`src/rtl/alu_arbiter.sv`:
```
// alu_arbiter: two-requester front end sharing one external combinational ALU.
// Define ALU_ARB_RR_EN for round-robin grant; otherwise requester 0 has fixed priority.
module alu_arbiter (
    input  logic       clk,
    input  logic       rst_n,
    input  logic [1:0] req_valid,
    output logic [1:0] req_ready,
    input  logic [7:0] req_a0,
    input  logic [7:0] req_b0,
    input  logic [7:0] req_a1,
    input  logic [7:0] req_b1,
    input  logic [2:0] req_sel0,
    input  logic [2:0] req_sel1,
    output logic [1:0] rsp_valid,
    input  logic [1:0] rsp_ready,
    output logic [7:0] rsp_out,
    output logic       rsp_carry,
    output logic [7:0] alu_a,
    output logic [7:0] alu_b,
    output logic [2:0] alu_sel,
    input  logic [7:0] alu_out,
    input  logic       alu_carry
);

    typedef enum logic [1:0] {
        IDLE = 2'd0,
        EXEC = 2'd1,
        RESP = 2'd2
    } state_e;

    state_e     state_q, state_d;
    logic [7:0] a_q, a_d;
    logic [7:0] b_q, b_d;
    logic [2:0] sel_q, sel_d;
    logic       owner_q, owner_d;
    logic [7:0] out_q, out_d;
    logic       carry_q, carry_d;

    logic [1:0] grant;
    logic       grant_idx;
    logic       rsp_hs;
    logic       carry_op;

`ifdef ALU_ARB_RR_EN
    logic ptr_q, ptr_d;

    always_comb begin
        grant = req_valid;
        if (req_valid == 2'b11) begin
            grant = ptr_q ? 2'b10 : 2'b01;
        end
    end

    // Prefer the requester that was not just served.
    always_comb begin
        ptr_d = ptr_q;
        if (rsp_hs) begin
            ptr_d = ~owner_q;
        end
    end

    always_ff @(posedge clk or negedge rst_n) begin
        if (!rst_n) begin
            ptr_q <= 1'b0;
        end else begin
            ptr_q <= ptr_d;
        end
    end
`else
    always_comb begin
        grant = 2'b00;
        if (req_valid[0]) begin
            grant = 2'b01;
        end else if (req_valid[1]) begin
            grant = 2'b10;
        end
    end
`endif

    assign grant_idx = grant[1];
    assign rsp_hs    = (state_q == RESP) && rsp_ready[owner_q];
    assign carry_op  = (sel_q[2:1] == 2'b00);

    // Gated by rst_n so no accept is offered while reset is held.
    assign req_ready = (state_q == IDLE && rst_n) ? grant : 2'b00;
    assign rsp_valid = (state_q == RESP) ? {owner_q, ~owner_q} : 2'b00;

    assign rsp_out   = out_q;
    assign rsp_carry = carry_q;
    assign alu_a     = a_q;
    assign alu_b     = b_q;
    assign alu_sel   = sel_q;

    always_comb begin
        state_d = state_q;
        a_d     = a_q;
        b_d     = b_q;
        sel_d   = sel_q;
        owner_d = owner_q;
        out_d   = out_q;
        carry_d = carry_q;
        unique case (state_q)
            IDLE: begin
                if (|grant) begin
                    a_d     = grant_idx ? req_a1 : req_a0;
                    b_d     = grant_idx ? req_b1 : req_b0;
                    sel_d   = grant_idx ? req_sel1 : req_sel0;
                    owner_d = grant_idx;
                    state_d = EXEC;
                end
            end
            EXEC: begin
                out_d   = alu_out;
                carry_d = carry_op ? alu_carry : 1'b0;
                state_d = RESP;
            end
            RESP: begin
                if (rsp_hs) begin
                    state_d = IDLE;
                end
            end
            default: begin
                state_d = IDLE;
            end
        endcase
    end

    always_ff @(posedge clk or negedge rst_n) begin
        if (!rst_n) begin
            state_q <= IDLE;
            a_q     <= 8'd0;
            b_q     <= 8'd0;
            sel_q   <= 3'd0;
            owner_q <= 1'b0;
            out_q   <= 8'd0;
            carry_q <= 1'b0;
        end else begin
            state_q <= state_d;
            a_q     <= a_d;
            b_q     <= b_d;
            sel_q   <= sel_d;
            owner_q <= owner_d;
            out_q   <= out_d;
            carry_q <= carry_d;
        end
    end

endmodule

```
`config.mk`:
```
export PLATFORM = sky130hd
export DESIGN_NAME = alu_arbiter
export DESIGN_NICKNAME = d
export VERILOG_FILES = /design/src/rtl/alu_arbiter.sv
export SDC_FILE = /design/constraint.sdc
export NUM_CORES = 1
export LEC_CHECK = 0
export CAP_MARGIN = 10
export CORE_MARGIN = 10
export CORE_UTILIZATION = 35
export CTS_CLUSTER_DIAMETER = 120
export DETAILED_ROUTE_END_ITERATION = 7
export PLACE_DENSITY = 0.78
export RECOVER_POWER = 25
export SETUP_SLACK_MARGIN = 0.02
export SLEW_MARGIN = 5
export SYNTH_ARGS = -nofsm -noshare
export SYNTH_HDL_FRONTEND = slang
export SYNTH_SLANG_ARGS = --single-unit
```
`constraint.sdc`:
```
create_clock -name clk -period 1.42 [get_ports clk]
set_input_delay 0.284 -clock clk [delete_from_list [all_inputs] [get_ports clk]]
set_output_delay 0.284 -clock clk [all_outputs]
set_load 0.01 [all_outputs]
```
Word-level counts from Yosys, hierarchy flattened. Index checks and enable logic that the tools add are counted.

Word-level logic and storage cells: 33. Bits in registers: 31. Output and inout port bits: 32. Input port bits: 53.

Order comparisons: 1. Eq/ne operators: 4. Bitwise operators: 1. Muxes and demuxes: 13. Reductions and logical operators: 7.

Operator list (count): $mux W8 (2); $mux W2 (6); $pmux W2 S3 (1); $logic_not A2 Y1 (2); $reduce_and A2 Y1 (2); $mux W1 (3); $mux W3 (1); $eq A2 B1 Y1 const B (1); $eq A2 B2 Y1 const B (1); $logic_and A1 B1 Y1 (2); $lt A1 B2 Y1 const B (1); $ne A2 B1 Y1 const B (1); $ne A2 B2 Y1 const B (1); $reduce_or A2 Y1 (1); $not A1 Y1 (1).

Longest topological paths before layout. Gate-level depths: netlist of the first run.

Word-level depth: 5. Mapped depth: 4. Gate-level depth less buffers: 3.

Least setup slack after synthesis of the first run. OpenSTA, ideal clock, no wires.

Kind: reg-to-reg. Start point: register state_q[1]. End point: register b_q[0], in the netlist alu_b[0]. Setup slack: 0.062 ns. Library setup time: 0.125 ns. Arrival time: 1.233 ns. Clock period less this slack: 1.358 ns. Cell stages (with the launch flop): 5. Required time: 1.295 ns. Path buffers: 1. Cells stage by stage: dfrtp_1 > nor2_1 > o21a_1 > buf_6 > mux2_4.

Cells in the longest elaborated chain, start to end: 2.

Ends and longest elaborated chain: start: declaration (RTL line 31) `state_e state_q, state_d;`; start signal: assignment (RTL line 138) `state_q <= state_d;`; $logic_not A2 Y1 (RTL line 102) `unique case (state_q)`; $reduce_and A2 Y1 (no line); end signal: assignment (RTL line 132) `b_q <= 8'd0;`; end signal: assignment (RTL line 140) `b_q <= b_d;`; end: declaration (RTL line 33) `logic [7:0] b_q, b_d;`.

No other way between the ends. A chain may end at the register's enable or synchronous reset.

Final worst setup path of the first run.
Start point: register state_q[0]. End point: register b_q[1], in the netlist alu_b[1].

The elaborated chain is that of the path after synthesis.

==> results of run 1 <==
Yosys cell counts (all sizes together):
library cell and count:
o21ai 1, a22o 1, a21oi 2, dfrtp 31, and3 1, buf 5, nand2 1, o21a 1
nor2 4, inv 1, mux2 47, nor3 1, nand2b 3
placed cells by master, fill, tap and decap left out, types with 3 or more instances in the layout:
cell type        count
dlygate4sd2_1       30
buf_6                3
buf_12               3
mux2_4              38
clkdlybuf4s50_1     50
mux2_2               9
clkbuf_8             5
buf_4               11
dfrtp_1             31
repair_timing:
action / in CTS / in global routing
gates cloned: 2 / 0
gates resized for setup: 56 / 5
endpoints found under the setup margin: 51 / 23
pin swaps: 3 / 0
setup buffers: 4 / 1
layout make-up:
class	instances	area (um2)
clock buffers	6	72.6
clock inverters	1	30.0
fillers	337	1620
inverters	1	3.75
multi-input cells	62	795
flip-flops and latches	31	776
well taps	52	65.1
repair buffers	102	1020
state kept, by name (all words and copies together), names as in the netlist:
name       count
rsp_out        8
alu_sel        3
rsp_carry      1
alu_b          8
owner_q        1
alu_a          8
state_q        2
worst min path at each step:
stage          cells after the start          to  slack, ns  startpoint
2_1_floorplan                      0    alu_a[0]      -0.01       rst_n
3_3_place_gp                       1  rsp_out[3]       0.49  rsp_out[3]
3_5_place_dp                       1  rsp_out[5]       0.49  rsp_out[5]
4_1_cts                            2    alu_a[5]       0.41       rst_n
5_1_grt                            2    alu_a[5]       0.45       rst_n
6_report                           2    alu_a[5]       0.41       rst_n
metrics by stage:
stage               instance area, um2  util (%)  setup slack, ns  total power [W]
floorplan                         1590         -           0.0615          0.00294
global placement                  2550      58.2           -0.384          0.00422
detailed placement                2550      58.2           -0.438          0.00429
CTS                               2740      62.4          -0.0669          0.00515
global route                      2770      63.1           -0.139          0.00547
finish                            2770      63.1          -0.0731          0.00516
logic make-up (layout without fill, tap and decap cells):
kind of cell	Yosys count	in the layout	synth area share (%)
flip-flops	31	31	48.8
buffers and inverters	6	110	3.38
AND/OR/NAND/NOR	10	10	3.62
multiplexers	47	47	42.3
AO/OA/AOI/OAI	5	5	1.97
worst max-delay path, stage by stage (launching register included):
cell	delay [ns]
dfrtp_1	0.39
nor2_2	0.14
buf_4	0.14
o21a_4	0.17
buf_12	0.12
buf_12	0.11
mux2_4	0.29
per-layer routing:
| layer | part of all wire [%] | up-vias | track usage, % |
|---|---|---|---|
| li1 | - | 557 | - |
| met1 | 37 | 574 | 12.6 |
| met2 | 52 | 54 | 20.9 |
| met3 | 10 | 7 | 6.55 |
| met4 | 0.85 | 0 | 3.48 |
| met5 | 0 | - | 0 |
power by group through the flow:
stage | registers [W] | logic (W) | clock network [W]
after floorplan | 0.00177 | 0.00116 | 0
after global placement | 0.00159 | 0.00263 | 0
after detailed placement | 0.00161 | 0.00267 | 0
after CTS | 0.00159 | 0.00270 | 0.000849
after global routing | 0.00165 | 0.00294 | 0.000880
final | 0.00159 | 0.00274 | 0.000823
==> impl_metrics.tcl, run 1 <==
set metrics [dict create \
    status "complete, but fails checks" \
    violations "setup timing" \
    fp-row-count 24 \
    period_share_pct 105 \
    ir_drop_v 0.000885 \
    grt_max_degree 20 \
    power.internal_w 0.00358 \
    yosysUniqueCellTypes 16 \
    die_x_um 87.4 \
    layout.nets 256 \
    syn_area_per_cell_um2 16.1 \
    dr.pass1.iters 4 \
    grt_pass1_wl_um 7290 \
    cts_tree "done" \
    core-area_um2 4380 \
    cts_sinks 31 \
    synth_area_um2 1590 \
    htreeDepth 2 \
    syn_inst 99 \
    clk_pin_slew_ns 0.06 \
    worstReg2RegStart "state_q[0]" \
    clock-skew-final_ns 0.00826 \
    worstMarginPinSlew_ns 0.259 \
    rsz0062_at_grt "true" \
    crit_path_end "alu_b[1]" \
    yosysWarnings 0 \
    p_per_area_nw_per_um2 1860 \
    cts_root_buf "clkbuf_8" \
    drive_gt1_share_pct 40.9 \
    cp-startpoint "state_q[0]" \
    p_comb_share_pct 53.1 \
    pwr-share-seq_pct 30.9 \
    ant_nets 0 \
    crit_arrival_ns 1.65 \
    grt_pass1_vias 1380 \
    setup_viol 13 \
    detailed_place_hpwl_um 3590 \
    rr_endpoint "alu_b[1]" \
    grt_util_all_layers_pct 12.2 \
    hold_viol 0 \
    vias 1192 \
    crit_path_max_fanout 6 \
    synthDominantCellAreaShare_pct 48.8 \
    stdcell_count 255 \
    syn_nets 152 \
    syn_to_final_growth_pct 74.0 \
    power_leakage_nw 1.33 \
    reg2reg_slack_ns -0.07 \
    overflow 0 \
    r2r.worst_path.cells 6 \
    globalplace.congestion 0.697 \
    power.switching_w 0.00157 \
    cts_buffers 5 \
    worst_ep_required_time_ns 1.57 \
    dieArea_um2 7640 \
    whs_ns 0.408 \
    worst_slack_ns -0.0731 \
    start_util_pct 36.3 \
    period_minus_slack_ns 1.49 \
    synth_area_leaders "dfrtp_1 49%, mux2_4 36%, mux2_2 6.4%" \
    diodes 0 \
    antenna_found_initial 0 \
    dp.cells 241 \
    tns_ns -0.702 \
    drv_cap 0 \
    wl_per_cell_um 18.0 \
    clkLatencyLatePin_ns 0.28 \
    io_pins 85 \
    numPortBuffers 84 \
    viasPerCell 4.67 \
    max_freq_mhz 670 \
    ys_ff_latch 31 \
    critical_path_class "register to register" \
    cts_buffer_depth 2 \
    switching_share_pct 30.5 \
    drt_iter0_drc 31 \
    drc 0 \
    chipHeight_um 87.4 \
    maxSlewViolCount 0 \
    cts_hold_buf 0 \
    synth_top_cell_by_area "dfrtp_1" \
    endpoint_kind "register" \
    slew_headroom_pct 82.8 \
    seq_area_frac_synth_pct 48.8 \
    hp-class "input port to async pin" \
    p_clk_share_pct 16.0 \
    cp-start-kind "register" \
    wirelength_um 4590 \
]
Power figures use the tool's default switching activity.
==> inputs of run 2 (changes only) <==
--- a/config.mk
+++ b/config.mk
@@ -5,6 +5,7 @@
 export SDC_FILE = /design/constraint.sdc
 export NUM_CORES = 1
 export LEC_CHECK = 0
+export ABC_CLOCK_PERIOD_IN_PS = 1420
 export CAP_MARGIN = 10
 export CORE_MARGIN = 10
 export CORE_UTILIZATION = 35
==> results of run 2 <==
The final DEF is identical to that of run 1; final timing and power are the same.
==> inputs of run 3 (changes only) <==
==> constraint.sdc (replaced) <==
create_clock -name clk -period 1.42 [get_ports clk]
set_input_delay 0.355 -clock clk [delete_from_list [all_inputs] [get_ports clk]]
set_output_delay 0.355 -clock clk [all_outputs]
set_load 0.01 [all_outputs]
==> run 3 against run 2 <==
The run still ends with setup timing left. Critical endpoint is now req_ready[0]. Global-route usage grew 1.1 points. Design area grew 1.7%. Largest power group unchanged. Clock skew shrank 0.0024 ns.
==> impl_metrics.tcl, run 3 (same netlist as run 1, synthesis figures left out) <==
set metrics [dict create \
    p_clk_share_pct 14.8 \
    rsz0062_at_grt "true" \
    maxSlewViolCount 0 \
    hp-class "register to register" \
    critical_path_class "register to output pin" \
    post-route-util_pct 64.2 \
    cp-start-kind "register" \
    power_leakage_nw 1.35 \
    overflow 0 \
    detailed_place_hpwl_um 3590 \
    path_cells "nor2_1 > buf_4 > and3_4 > buf_6" \
    globalplace.congestion 0.707 \
    ir_drop_v 0.000811 \
    numPortBuffers 84 \
    worst-path-buf-inv 2 \
    place_ws_ns -0.544 \
    max_freq_mhz 654 \
    crit_path_max_fanout 3 \
    period_minus_slack_ns 1.53 \
    p_comb_share_pct 54.5 \
    final_common_cell "clkdlybuf4s50_1" \
    tns_ns -1.13 \
    power.total_w 0.00517 \
    cts_buffers 5 \
    layout.nets 259 \
    cp_slowest_stage_delay_ns 0.38 \
    fp-row-count 24 \
    viasPerCell 4.76 \
    worst_slack_ns -0.110 \
    io_pins 85 \
    design_area_um2 2810 \
    grt_max_degree 32 \
    drive_gt1_share_pct 41.5 \
    cts_sinks 31 \
    start_util_pct 36.3 \
    clkLatencyLatePin_ns 0.28 \
    power.switching_w 0.00162 \
    power.internal_w 0.00355 \
    endpoint_kind "output pin" \
    htreeDepth 2 \
    hold_viol 0 \
    drv_cap 0 \
    layout_common_cells "50 x clkdlybuf4s50_1, 38 x mux2_4, 31 x dfrtp_1" \
    syn_to_final_growth_pct 76.9 \
    core-area_um2 4380 \
    drt_iter0_drc 16 \
    crit_arrival_ns 1.18 \
    setup_viol 14 \
    worst_ep_required_time_ns 1.07 \
    clock-skew-final_ns 0.00581 \
    switching_share_pct 31.3 \
    p_per_area_nw_per_um2 1840 \
    chipHeight_um 87.4 \
    vias 1232 \
    pwr-share-seq_pct 30.7 \
    cts_root_buf "clkbuf_8" \
    slew_headroom_pct 73.0 \
    antenna_found_initial 0 \
    n_fill_cell 331 \
    drc 0 \
    worstMarginPinSlew_ns 0.406 \
    cp_top_family "flip-flops" \
    dr.pass1.iters 2 \
    status "complete, but fails checks" \
    ant_nets 0 \
    dpl-instance-area_um2 2550 \
    wl_per_cell_um 18.9 \
    die_x_um 87.4 \
    violations "setup timing" \
    period_share_pct 108 \
    wirelength_um 4900 \
    cts_hold_buf 0 \
    dieArea_um2 7640 \
    cts_tree "done" \
    diodes 0 \
    cts_buffer_depth 2 \
    grt_pass1_wl_um 7760 \
    grt_util_all_layers_pct 13.3 \
    grt_pass1_vias 1481 \
    clk_pin_slew_ns 0.06 \
    slowest_stage "dfrtp_1" \
]
[run 3: cell types whose count changed in the layout (fill, tap and decap cells not counted)]
cell	change
buf_6	+3
nor2_2	-1
nand2b_4	+1
clkbuf_8	+2
bufinv_16	-1
clkdlybuf4s15_1	+1
buf_4	-1
nand2b_2	-1
nor2_1	+1
dlygate4sd2_1	-1
buf_12	+1
[run 3: final timing paths]
kind                            start           end  slack [ns]  cells past startpoint
max                        state_q[1]  req_ready[0]       -0.11                      4
min                        rsp_out[7]    rsp_out[7]        0.50                      1
max reg2reg                state_q[1]      alu_a[0]       -0.09                      7
min reg2reg                rsp_out[7]    rsp_out[7]        0.50                      1
max in group asynchronous       rst_n    rsp_out[6]        0.57                      2
min in group asynchronous       rst_n      alu_b[4]        0.55                      2
[run 3: layer usage]
| layer | GRT usage, % | vias up | part of all wire [%] |
|---|---|---|---|
| li1 | - | 568 | - |
| met1 | 13.1 | 607 | 36 |
| met2 | 22.5 | 51 | 52 |
| met3 | 7.40 | 6 | 10 |
| met4 | 5.36 | 0 | 1.2 |
| met5 | 0 | - | 0 |
[run 3: final cells by class]
type / instances / area [um2] / share of cell area [%]
timing repair buffer: 105 / 1070 / 38.1
multi-input combinational: 62 / 797 / 28.3
inverter: 1 / 3.75 / 0.133
tap: 52 / 65.1 / 2.31
sequential: 31 / 776 / 27.6
clock buffer: 8 / 100 / 3.56
[run 3: power groups by stage]
stage | logic, W | clock network [W] | registers (W)
6_report | 0.00282 | 0.000767 | 0.00159
5_1_grt | 0.00302 | 0.000835 | 0.00165
4_1_cts | 0.00282 | 0.000790 | 0.00159
3_5_place_dp | 0.00273 | 0 | 0.00161
3_3_place_gp | 0.00268 | 0 | 0.00158
2_1_floorplan | 0.00116 | 0 | 0.00177
[run 3: repair_timing]
action / CTS / global route
gates resized for setup: 60 / 6
setup endpoints to repair: 52 / 32
pin swaps: 2 / 1
buffers inserted: 7 / 1
endpoints found under the hold margin: 0 / 0
gates cloned: 3 / 0
[run 3: per-stage QoR]
step,hold WS (ns),instances
detailed placement,0.493,241
finish,0.500,259
global route,0.510,259
CTS,0.495,259
global placement,0.489,241
floorplan,0.0594,99
